<file path="src/rtl/tetrimino_driver_p.sv">
// Active-piece controller: spawns a tetrimino, applies gravity, shifts and
// rotations against the fixed field, and hands the landed piece to the field
// owner through a valid/ready lock handshake.
module tetrimino_driver_p #(
  parameter int unsigned COLS      = 8,
  parameter int unsigned ROWS      = 8,
  parameter int unsigned SPAWN_COL = 3
) (
  input  logic                 clk,
  input  logic                 reset,
  input  logic                 start,
  input  logic                 gravity_tick,
  input  logic                 left,
  input  logic                 right,
  input  logic                 down,
  input  logic                 rot_cw,
  input  logic                 rot_ccw,
  input  logic [2:0]           next_type,
  input  logic [ROWS*COLS-1:0] fixed_in,
  input  logic                 lock_ready,
  output logic [ROWS*COLS-1:0] active_out,
  output logic                 display_en,
  output logic                 lock_valid,
  output logic                 game_over,
  output logic [2:0]           piece_type,
  output logic [15:0]          piece_count
);

  localparam int unsigned NCELL  = ROWS * COLS;
  localparam int unsigned DIMMAX = (ROWS > COLS) ? ROWS : COLS;
  localparam int unsigned OW     = $clog2(DIMMAX) + 2;
  localparam int unsigned IW     = $clog2(NCELL) + 1;

  localparam logic [2:0] S_IDLE  = 3'd0;
  localparam logic [2:0] S_SPAWN = 3'd1;
  localparam logic [2:0] S_FALL  = 3'd2;
  localparam logic [2:0] S_LOCK  = 3'd3;
  localparam logic [2:0] S_OVER  = 3'd4;

  localparam logic [2:0] T_I = 3'd0;
  localparam logic [2:0] T_J = 3'd1;
  localparam logic [2:0] T_L = 3'd2;
  localparam logic [2:0] T_O = 3'd3;
  localparam logic [2:0] T_S = 3'd4;
  localparam logic [2:0] T_T = 3'd5;
  localparam logic [2:0] T_Z = 3'd6;

  // 3-bit two's-complement offset constants
  localparam logic [2:0] M1 = 3'b111;
  localparam logic [2:0] Z0 = 3'b000;
  localparam logic [2:0] P1 = 3'b001;
  localparam logic [2:0] P2 = 3'b010;

  // Unrotated offset {dx,dy} of block idx for piece type t
  function automatic logic [5:0] base_off(input logic [2:0] t, input logic [1:0] idx);
    logic [5:0] r;
    r = {Z0, Z0};
    case (t)
      T_J: case (idx)
             2'd0:    r = {M1, Z0};
             2'd1:    r = {Z0, Z0};
             2'd2:    r = {P1, Z0};
             default: r = {P1, P1};
           endcase
      T_L: case (idx)
             2'd0:    r = {M1, Z0};
             2'd1:    r = {Z0, Z0};
             2'd2:    r = {P1, Z0};
             default: r = {M1, P1};
           endcase
      T_O: case (idx)
             2'd0:    r = {Z0, P1};
             2'd1:    r = {Z0, Z0};
             2'd2:    r = {P1, Z0};
             default: r = {P1, P1};
           endcase
      T_S: case (idx)
             2'd0:    r = {M1, P1};
             2'd1:    r = {Z0, Z0};
             2'd2:    r = {P1, Z0};
             default: r = {Z0, P1};
           endcase
      T_T: case (idx)
             2'd0:    r = {M1, Z0};
             2'd1:    r = {Z0, Z0};
             2'd2:    r = {P1, Z0};
             default: r = {Z0, P1};
           endcase
      T_Z: case (idx)
             2'd0:    r = {M1, Z0};
             2'd1:    r = {Z0, Z0};
             2'd2:    r = {Z0, P1};
             default: r = {P1, P1};
           endcase
      default: case (idx)
             2'd0:    r = {M1, Z0};
             2'd1:    r = {Z0, Z0};
             2'd2:    r = {P1, Z0};
             default: r = {P2, Z0};
           endcase
    endcase
    return r;
  endfunction

  // Apply rot quarter turns clockwise: one turn maps (dx,dy) -> (-dy,dx)
  function automatic logic [5:0] rot_off(input logic [5:0] o, input logic [1:0] rot);
    logic [2:0] dx;
    logic [2:0] dy;
    logic [5:0] r;
    dx = o[5:3];
    dy = o[2:0];
    case (rot)
      2'd0:    r = {dx, dy};
      2'd1:    r = {-dy, dx};
      2'd2:    r = {-dx, -dy};
      default: r = {dy, -dx};
    endcase
    return r;
  endfunction

  logic [2:0]          state_q, state_d;
  logic signed [OW-1:0] col_q, col_d;
  logic signed [OW-1:0] row_q, row_d;
  logic [1:0]          rot_q, rot_d;
  logic [2:0]          type_q, type_d;
  logic [15:0]         count_q, count_d;
  logic [NCELL-1:0]    active_q, active_d;
  logic                disp_q, lv_q, go_q;

  logic                 act_down, act_any;
  logic [2:0]           cand_type;
  logic signed [OW-1:0] cand_col, cand_row;
  logic [1:0]           cand_rot;
  logic [NCELL-1:0]     cand_mask;
  logic                 cand_in;
  logic                 cand_legal;
  logic [5:0]           off;
  logic signed [OW-1:0] cx, cy;

  // Pick the single candidate placement for this cycle and test it against the field
  always_comb begin
    act_down  = gravity_tick | down;
    act_any   = act_down | rot_cw | rot_ccw | left | right;
    cand_type = type_q;
    cand_col  = col_q;
    cand_row  = row_q;
    cand_rot  = rot_q;
    if (state_q == S_SPAWN) begin
      cand_type = (next_type == 3'd7) ? T_I : next_type;
      cand_col  = OW'(SPAWN_COL);
      cand_row  = '0;
      cand_rot  = '0;
    end else if (act_down) begin
      cand_row = row_q + OW'(1);
    end else if (rot_cw) begin
      if (type_q != T_O) cand_rot = rot_q + 2'd1;
    end else if (rot_ccw) begin
      if (type_q != T_O) cand_rot = rot_q - 2'd1;
    end else if (left) begin
      cand_col = col_q - OW'(1);
    end else if (right) begin
      cand_col = col_q + OW'(1);
    end

    cand_mask = '0;
    cand_in   = 1'b1;
    off       = '0;
    cx        = '0;
    cy        = '0;
    for (int i = 0; i < 4; i++) begin
      off = rot_off(base_off(cand_type, 2'(i)), cand_rot);
      cx  = cand_col + {{(OW-3){off[5]}}, off[5:3]};
      cy  = cand_row + {{(OW-3){off[2]}}, off[2:0]};
      if (cx[OW-1] || cy[OW-1] || (cx >= OW'(COLS)) || (cy >= OW'(ROWS)))
        cand_in = 1'b0;
      else
        cand_mask = cand_mask | (NCELL'(1) << (IW'(cy) * IW'(COLS) + IW'(cx)));
    end
    cand_legal = cand_in && ((cand_mask & fixed_in) == '0);
  end

  // Next-state and next-piece logic
  always_comb begin
    state_d  = state_q;
    col_d    = col_q;
    row_d    = row_q;
    rot_d    = rot_q;
    type_d   = type_q;
    count_d  = count_q;
    active_d = active_q;
    case (state_q)
      S_IDLE: begin
        if (start) state_d = S_SPAWN;
      end
      S_SPAWN: begin
        type_d = cand_type;
        col_d  = cand_col;
        row_d  = cand_row;
        rot_d  = cand_rot;
        if (cand_legal) begin
          state_d  = S_FALL;
          active_d = cand_mask;
        end else begin
          state_d = S_OVER;
        end
      end
      S_FALL: begin
        if (act_any) begin
          if (cand_legal) begin
            col_d    = cand_col;
            row_d    = cand_row;
            rot_d    = cand_rot;
            active_d = cand_mask;
          end else if (act_down) begin
            state_d = S_LOCK;
          end
        end
      end
      S_LOCK: begin
        if (lock_ready) begin
          count_d  = count_q + 16'd1;
          state_d  = S_SPAWN;
          active_d = '0;
        end
      end
      S_OVER: begin
        state_d = S_OVER;
      end
      default: begin
        state_d = S_IDLE;
      end
    endcase
    if ((state_d == S_OVER) || (state_d == S_IDLE)) active_d = '0;
  end

  // State, piece and registered-output update
  always_ff @(posedge clk) begin
    if (reset) begin
      state_q  <= S_IDLE;
      col_q    <= OW'(SPAWN_COL);
      row_q    <= '0;
      rot_q    <= '0;
      type_q   <= '0;
      count_q  <= '0;
      active_q <= '0;
      disp_q   <= 1'b0;
      lv_q     <= 1'b0;
      go_q     <= 1'b0;
    end else begin
      state_q  <= state_d;
      col_q    <= col_d;
      row_q    <= row_d;
      rot_q    <= rot_d;
      type_q   <= type_d;
      count_q  <= count_d;
      active_q <= active_d;
      disp_q   <= (state_d == S_SPAWN) || (state_d == S_FALL) || (state_d == S_LOCK);
      lv_q     <= (state_d == S_LOCK);
      go_q     <= (state_d == S_OVER);
    end
  end

  assign active_out  = active_q;
  assign display_en  = disp_q;
  assign lock_valid  = lv_q;
  assign game_over   = go_q;
  assign piece_type  = type_q;
  assign piece_count = count_q;

endmodule
</file>
<file path="config.mk">
export PLATFORM = sky130hd
export DESIGN_NAME = tetrimino_driver_p
export DESIGN_NICKNAME = d
export VERILOG_FILES = /design/src/rtl/tetrimino_driver_p.sv
export SDC_FILE = /design/constraint.sdc
export NUM_CORES = 1
export LEC_CHECK = 0
export CAP_MARGIN = 15
export CORE_MARGIN = 2
export CORE_UTILIZATION = 35
export CTS_BUF_LIST = sky130_fd_sc_hd__clkbuf_8
export CTS_CLUSTER_SIZE = 24
export DETAILED_ROUTE_END_ITERATION = 16
export PLACE_DENSITY_LB_ADDON = 0.05
export SYNTH_ARGS = -nofsm -noshare
export SYNTH_HDL_FRONTEND = slang
export SYNTH_SLANG_ARGS = --single-unit
</file>
<file path="constraint.sdc">
create_clock -name clk -period 10.3 [get_ports clk]
set_clock_uncertainty 0.2 [all_clocks]
set_input_delay 2.575 -clock clk [delete_from_list [all_inputs] [get_ports clk]]
set_output_delay 2.575 -clock clk [all_outputs]
set_load 0.05 [all_outputs]
</file>
==> flow_metrics.env, run 1 <==
export IMPL_die_w_um=183.8
export IMPL_slowest_delay_ps=630
export IMPL_status="finished, final reports clean"
export IMPL_initial_utilization=0.3568
export IMPL_fmax_ghz=0.1000
export IMPL_cts_setup_buffers=0
export IMPL_synth_edf_count=0
export IMPL_arrival_ps=10140
export IMPL_gr_total_overflow=0
export IMPL_synth_seq_cells=101
export IMPL_synth_cell_types=92
export IMPL_cp_end_kind="register"
export IMPL_ctsLongestPathBuffers=2
export IMPL_hold_start="active_out[60]"
export IMPL_r2r_slack_ps=1840
export IMPL_cp_startpoint="down"
export IMPL_cp_start_kind="input port"
export IMPL_yosys_top_cells_count="nor2_1, nand2_1, dfxtp_1, mux2i_1, nand3_1"
export IMPL_setup_viol_count_final=0
export IMPL_relSlewSlack=0.1831
export IMPL_syn_area_mm2=0.01132
export IMPL_clk_latency_ps=450
export IMPL_syn_avg_cell_area_um2=7.445
export IMPL_hold_viol_final=0
export IMPL_htreeDepth=3
export IMPL_drv_slew=0
export IMPL_multi_input_area_mm2=0.008859
export IMPL_synth_area_leaders="dfxtp_1, nor2_1, mux2i_1"
export IMPL_rows=65
export IMPL_place_congestion=1.125
export IMPL_placed_cell_area_mm2=0.01470
export IMPL_fillerInstances=3272
export IMPL_crit_fanout=18
export IMPL_nets=1936
export IMPL_synth_top_area_frac=0.1787
export IMPL_critPathRequiredTime_ps=10440
export IMPL_synthToLayoutAreaGrowth_pct=32.22
export IMPL_p_leak_nw=5.739
export IMPL_layout_min_cycle_time_ps=9999
export IMPL_synth_ff_type="dfxtp_1"
export IMPL_worstMarginPinSlew_ps=1221
export IMPL_grt_usage=0.3933
export IMPL_post_route_period_util=0.9707
export IMPL_post_route_drc_count=0
export IMPL_synthAdderAreaFrac=0.06125
export IMPL_worst_slack_ps=301.4
export IMPL_synth_top_family_by_area="compound AO/OA/AOI/OAI gates"
export IMPL_holdCritPathClass="register to register"
export IMPL_peakVddDrop_uv=116.8
export IMPL_crit_slowest_cell="or4_1"
export IMPL_grt_max_degree=69
export IMPL_dieArea_mm2=0.03379
export IMPL_ys_warn_count=0
export IMPL_grt_pass1_wl_mm=95.72
export IMPL_drt_total_wl_mm=67.31
export IMPL_num_io_pins=163
export IMPL_first_pass_iters=12
export IMPL_viasPerCell=6.666
export IMPL_crit_type="input port to register"
export IMPL_syn_inst=1520
export IMPL_powerDensity_mw_per_mm2=163.5
export IMPL_numCtsBuffers=9
export IMPL_maxCapViolCount=0
export IMPL_syn_num_nets=1647
export IMPL_cts_tree="yes"
export IMPL_hpwlAfterDp_mm=52.92
export IMPL_numClockSinks=101
export IMPL_antenna_cells=0
export IMPL_vias=14772
export IMPL_stdcell_area_mm2=0.01496
export IMPL_synth_xor_area_frac=0.05163
export IMPL_seq_area_frac_synth=0.1787
export IMPL_synth_most_common_cell="nor2_1"
export IMPL_drt_iter0_drc=1855
export IMPL_die_height_um=183.8
export IMPL_grt_pass1_vias=14006
export IMPL_cts_repair_resized=0
export IMPL_drive_gt1_frac=0.1566
export IMPL_cts_hold_buf=0
export IMPL_clk_pin_slew_worst_paths_ps=120
export IMPL_synth_compound_area_frac=0.2871
export IMPL_port_buffers=162
export IMPL_wl_per_cell_um=30.37
export IMPL_synth_area_mux_share=0.08137
export IMPL_synthSimpleGateAreaFrac=0.2862
export IMPL_async_reset_ff_frac=0
export IMPL_antenna_found_initial=0
export IMPL_path_common_cell="buf_4"
export IMPL_drtAntennaViolNets=0
export IMPL_regArea_mm2=0.002022
export IMPL_synth_top_area_cell="dfxtp_1"
export IMPL_rsz0062_at_grt="no"
export IMPL_cts_root_buffer="clkbuf_8"
export IMPL_crit_reg2reg_launch="state_q[2]"
export IMPL_core_area_mm2=0.03172
export IMPL_dp_slack_ps=-276.5
==> power by group <==
part           switching, mW  internal (mW)
clock network          0.177         0.0956
logic                   1.17          0.600
registers            0.00961          0.395
==> routing by layer <==
metal,wire length (µm),global-route usage,vias to the layer above
met5,76,0.01630,-
met4,4174,0.2125,3
met3,8919,0.1502,263
met2,26240,0.5491,1053
met1,27890,0.5165,7100
li1,-,-,6353
==> per-stage QoR <==
step / power [mW] / util / cells / TNS, ps / hold WS (ps)
after floorplan: 1.257 / - / 1520 / 0 / 256.2
after global placement: 2.081 / 0.4634 / 2200 / -14480 / 269.0
after detailed placement: 2.056 / 0.4634 / 2200 / -14880 / 269.4
after CTS: 2.335 / 0.4696 / 2216 / 0 / 288.5
after global routing: 2.512 / 0.4718 / 2216 / 0 / 304.9
final: 2.446 / 0.4718 / 2216 / 0 / 282.9
==> final timing paths <==
path                     to  depth (start not counted)
max reg2reg  active_out[22]                         30
min          active_out[60]                          2
min reg2reg  active_out[60]                          2
max          active_out[22]                         31
==> state kept, by name (all words and copies together), names as in the netlist <==
name,flops
state_q,3
game_over,1
piece_count,16
lock_valid,1
active_out,64
col_q,5
row_q,5
display_en,1
rot_q,2
piece_type,3
==> cell families after synthesis <==
family / Yosys count
compound gates: 422
xor+xnor: 61
fa+ha+maj: 50
buf+inv: 132
flops: 101
mux: 90
simple gates: 664
==> final cells by class <==
class	count	share of cell area
Clock buffer	9	0.008278
Multi-Input combinational cell	1287	0.5920
Tap cell	402	0.03361
Sequential cell	101	0.1351
Clock inverter	7	0.004934
Timing Repair Buffer	363	0.2142
Inverter	47	0.01179
==> critical path: cells and delay by family <==
kind,cells,cell delay (ps)
compound gates,7,1470
xor+xnor,3,550
fa+ha+maj,3,1090
buf+inv,8,1830
simple gates,10,2570
==> placed cells by master (no fill, tap or decap), types with 21 or more instances in the layout <==
cell             Yosys  layout
a31oi_1             24      24
nor2b_1             32      32
a32oi_1             21      21
xor2_1              28      27
clkdlybuf4s50_1      0     162
nand3_1             67      67
nor3_1              39      35
a22oi_1             56      56
o21ai_0             30      30
a21oi_1             56      55
nand2b_1            31      31
xnor2_1             28      27
buf_4                8     195
a22o_1              25      25
ha_1                41      41
inv_1               46      46
nand2_1            140     140
mux2i_1             79      79
nor2_1             212     211
dfxtp_1            101     101
Power figures use the tool's default switching activity.
==> run 2: changes to the inputs <==
MAX_ROUTING_LAYER = met4   (was default)
TNS_END_PERCENT = 100   (was default)
==> run 2 against run 1 <==
Effect of this change: via count is 2.8% higher; flip-flop and latch count unchanged; global-route usage up 2.7 points; routed wire length grew 4.4%; sequential share of layout area fell by 0.74 points; clock power rose by 13%; register-to-register slack got worse by 290 ps; setup slack worse by 77 ps; critical endpoint is now active_out[26]; largest cell class unchanged; highest routed layer is now met4.
==> flow_metrics.env, run 2 (synthesis gave the netlist of run 1 again) <==
export IMPL_status="finished, final reports clean"
export IMPL_path_common_cell="buf_4"
export IMPL_holdCritPathClass="register to register"
export IMPL_peakVddDrop_uv=90.82
export IMPL_num_io_pins=163
export IMPL_rows=65
export IMPL_die_w_um=183.8
export IMPL_relSlewSlack=0.1114
export IMPL_pwr_share_seq=0.152
export IMPL_fillerInstances=3169
export IMPL_dp_cells=2286
export IMPL_crit_type="input port to register"
export IMPL_fmax_ghz=0.09925
export IMPL_numCtsBuffers=9
export IMPL_numClockSinks=101
export IMPL_pwr_share_clk=0.115
export IMPL_first_pass_iters=7
export IMPL_rsz0062_at_grt="no"
export IMPL_viasPerCell=6.562
export IMPL_initial_utilization=0.3568
export IMPL_maxCapViolCount=0
export IMPL_p_leak_nw=6.267
export IMPL_hold_path_end="active_out[60]"
export IMPL_drv_slew=0
export IMPL_multi_input_area_mm2=0.008926
export IMPL_regArea_mm2=0.002022
export IMPL_htreeDepth=3
export IMPL_cts_root_buffer="clkbuf_8"
export IMPL_p_comb_frac=0.732
export IMPL_clk_pin_slew_worst_paths_ps=110
export IMPL_placed_cell_area_mm2=0.01537
export IMPL_r2r_slack_ps=1550
export IMPL_dieArea_mm2=0.03379
export IMPL_ctsLongestPathBuffers=2
export IMPL_setup_viol_count_final=0
export IMPL_hold_ws_ps=291.3
export IMPL_hpwlAfterDp_mm=55.52
export IMPL_arrival_ps=10200
export IMPL_p_sw_frac=0.5398
export IMPL_p_switching_mw=1.434
export IMPL_drt_total_wl_mm=70.30
export IMPL_post_route_drc_count=0
export IMPL_crit_slowest_cell="clkdlybuf4s50_1"
export IMPL_vias=15185
export IMPL_cp_startpoint="rot_cw"
export IMPL_crit_reg2reg_launch="state_q[0]"
export IMPL_slowest_delay_ps=490
export IMPL_drive_gt1_frac=0.2043
export IMPL_gr_total_overflow=0
export IMPL_nets=2031
export IMPL_drtAntennaViolNets=0
export IMPL_grt_pass1_vias=14505
export IMPL_powerDensity_mw_per_mm2=167.8
export IMPL_grt_max_degree=69
export IMPL_cp_start_kind="input port"
export IMPL_worstMarginPinSlew_ps=1322
export IMPL_die_height_um=183.8
export IMPL_antenna_found_initial=2
export IMPL_layout_min_cycle_time_ps=10080
export IMPL_synthToLayoutAreaGrowth_pct=39.90
export IMPL_port_buffers=162
export IMPL_drt_iter0_drc=2253
export IMPL_final_common_cell="buf_4"
export IMPL_stdcell_area_mm2=0.01583
export IMPL_mostFrequentLayoutCells="buf_4, nor2_1, clkdlybuf4s50_1, nand2_1, dfxtp_1"
export IMPL_wl_per_cell_um=30.38
export IMPL_final_cells=2314
export IMPL_p_int_mw=1.223
export IMPL_core_area_mm2=0.03172
export IMPL_cts_hold_buf=0
export IMPL_r2r_end="active_out[26]"
export IMPL_grt_usage=0.4205
export IMPL_largest_reg_flops=64
export IMPL_clk_latency_ps=450
export IMPL_timing_critical_path_buf_inv=7
export IMPL_critPathRequiredTime_ps=10420
export IMPL_cts_tree="yes"
export IMPL_hold_depth=2
export IMPL_cp_top_family="compound AO/OA/AOI/OAI gates"
export IMPL_hold_viol_final=0
export IMPL_final_util=0.4992
export IMPL_post_route_period_util=0.9782
export IMPL_cp_end_kind="register"
export IMPL_crit_fanout=18
export IMPL_hold_start="active_out[60]"
export IMPL_reg2reg_depth=34
export IMPL_place_congestion=1.132
export IMPL_grt_pass1_wl_mm=99.72
export IMPL_power_mw=2.657
==> run 2: cell count changes in the layout (fill, tap and decap cells not counted), sizes merged, moves of 2 or more <==
cell and change:
clkdlybuf4s50 -2, diode +3, buf +94, dlymetal6s2s +2
==> run 2: how the worst max path moves through the flow <==
stage                          end  depth (start not counted)
floorplan           active_out[54]                         29
global placement    active_out[23]                         32
detailed placement  active_out[16]                         30
CTS                 active_out[16]                         30
global route        active_out[26]                         33
finish              active_out[26]                         32
==> run 2: what timing repair did <==
action,CTS,global route
setup buffers,0,7
endpoints found under the hold margin,0,0
gates cloned,0,1
resized for setup,2,27
pin swaps,0,12
endpoints found under the setup margin,64,77
==> run 2: final cells by class <==
| cell class | instances | area share |
|---|---|---|
| Inverter | 47 | 0.01114 |
| Timing Repair Buffer | 458 | 0.2510 |
| Sequential cell | 101 | 0.1277 |
| Tap cell | 402 | 0.03177 |
| Clock inverter | 7 | 0.006322 |
| Clock buffer | 9 | 0.007824 |
| Antenna cell | 3 | 0.0004742 |
| Multi-Input combinational cell | 1287 | 0.5638 |
==> run 2: power by group through the flow <==
| stage | clock network (mW) | logic, mW | registers, mW |
|---|---|---|---|
| finish | 0.306 | 1.95 | 0.405 |
| global route | 0.329 | 1.98 | 0.406 |
| CTS | 0.315 | 1.79 | 0.405 |
| detailed placement | 0 | 1.78 | 0.413 |
| global placement | 0 | 1.81 | 0.413 |
| floorplan | 0 | 0.843 | 0.414 |
==> run 2: through the flow <==
stage | TNS [ps] | setup WS (ps)
floorplan | 0 | 919.7
global placement | -58560 | -868.8
detailed placement | -46640 | -732.3
CTS | 0 | 42.99
global route | 0 | 1.367
finish | 0 | 224.9
==> run 2: worst register-to-register path, delay by kind of cell, from the launching register on <==
family	cells	cell delay, ps
adders and majority gates	3	970
xor gates and xnor gates	3	520
DFF	1	490
buffers and inverters	5	980
muxes	1	230
and+or+nand+nor	13	3180
AOI/OAI and AO/OA	9	2050
==> run 2: per-layer routing <==
metal	wire length [µm]	global-route usage
met5	0	-
met1	29200	0.5478
met4	4235	0.2029
met2	27350	0.5709
met3	9506	0.1500
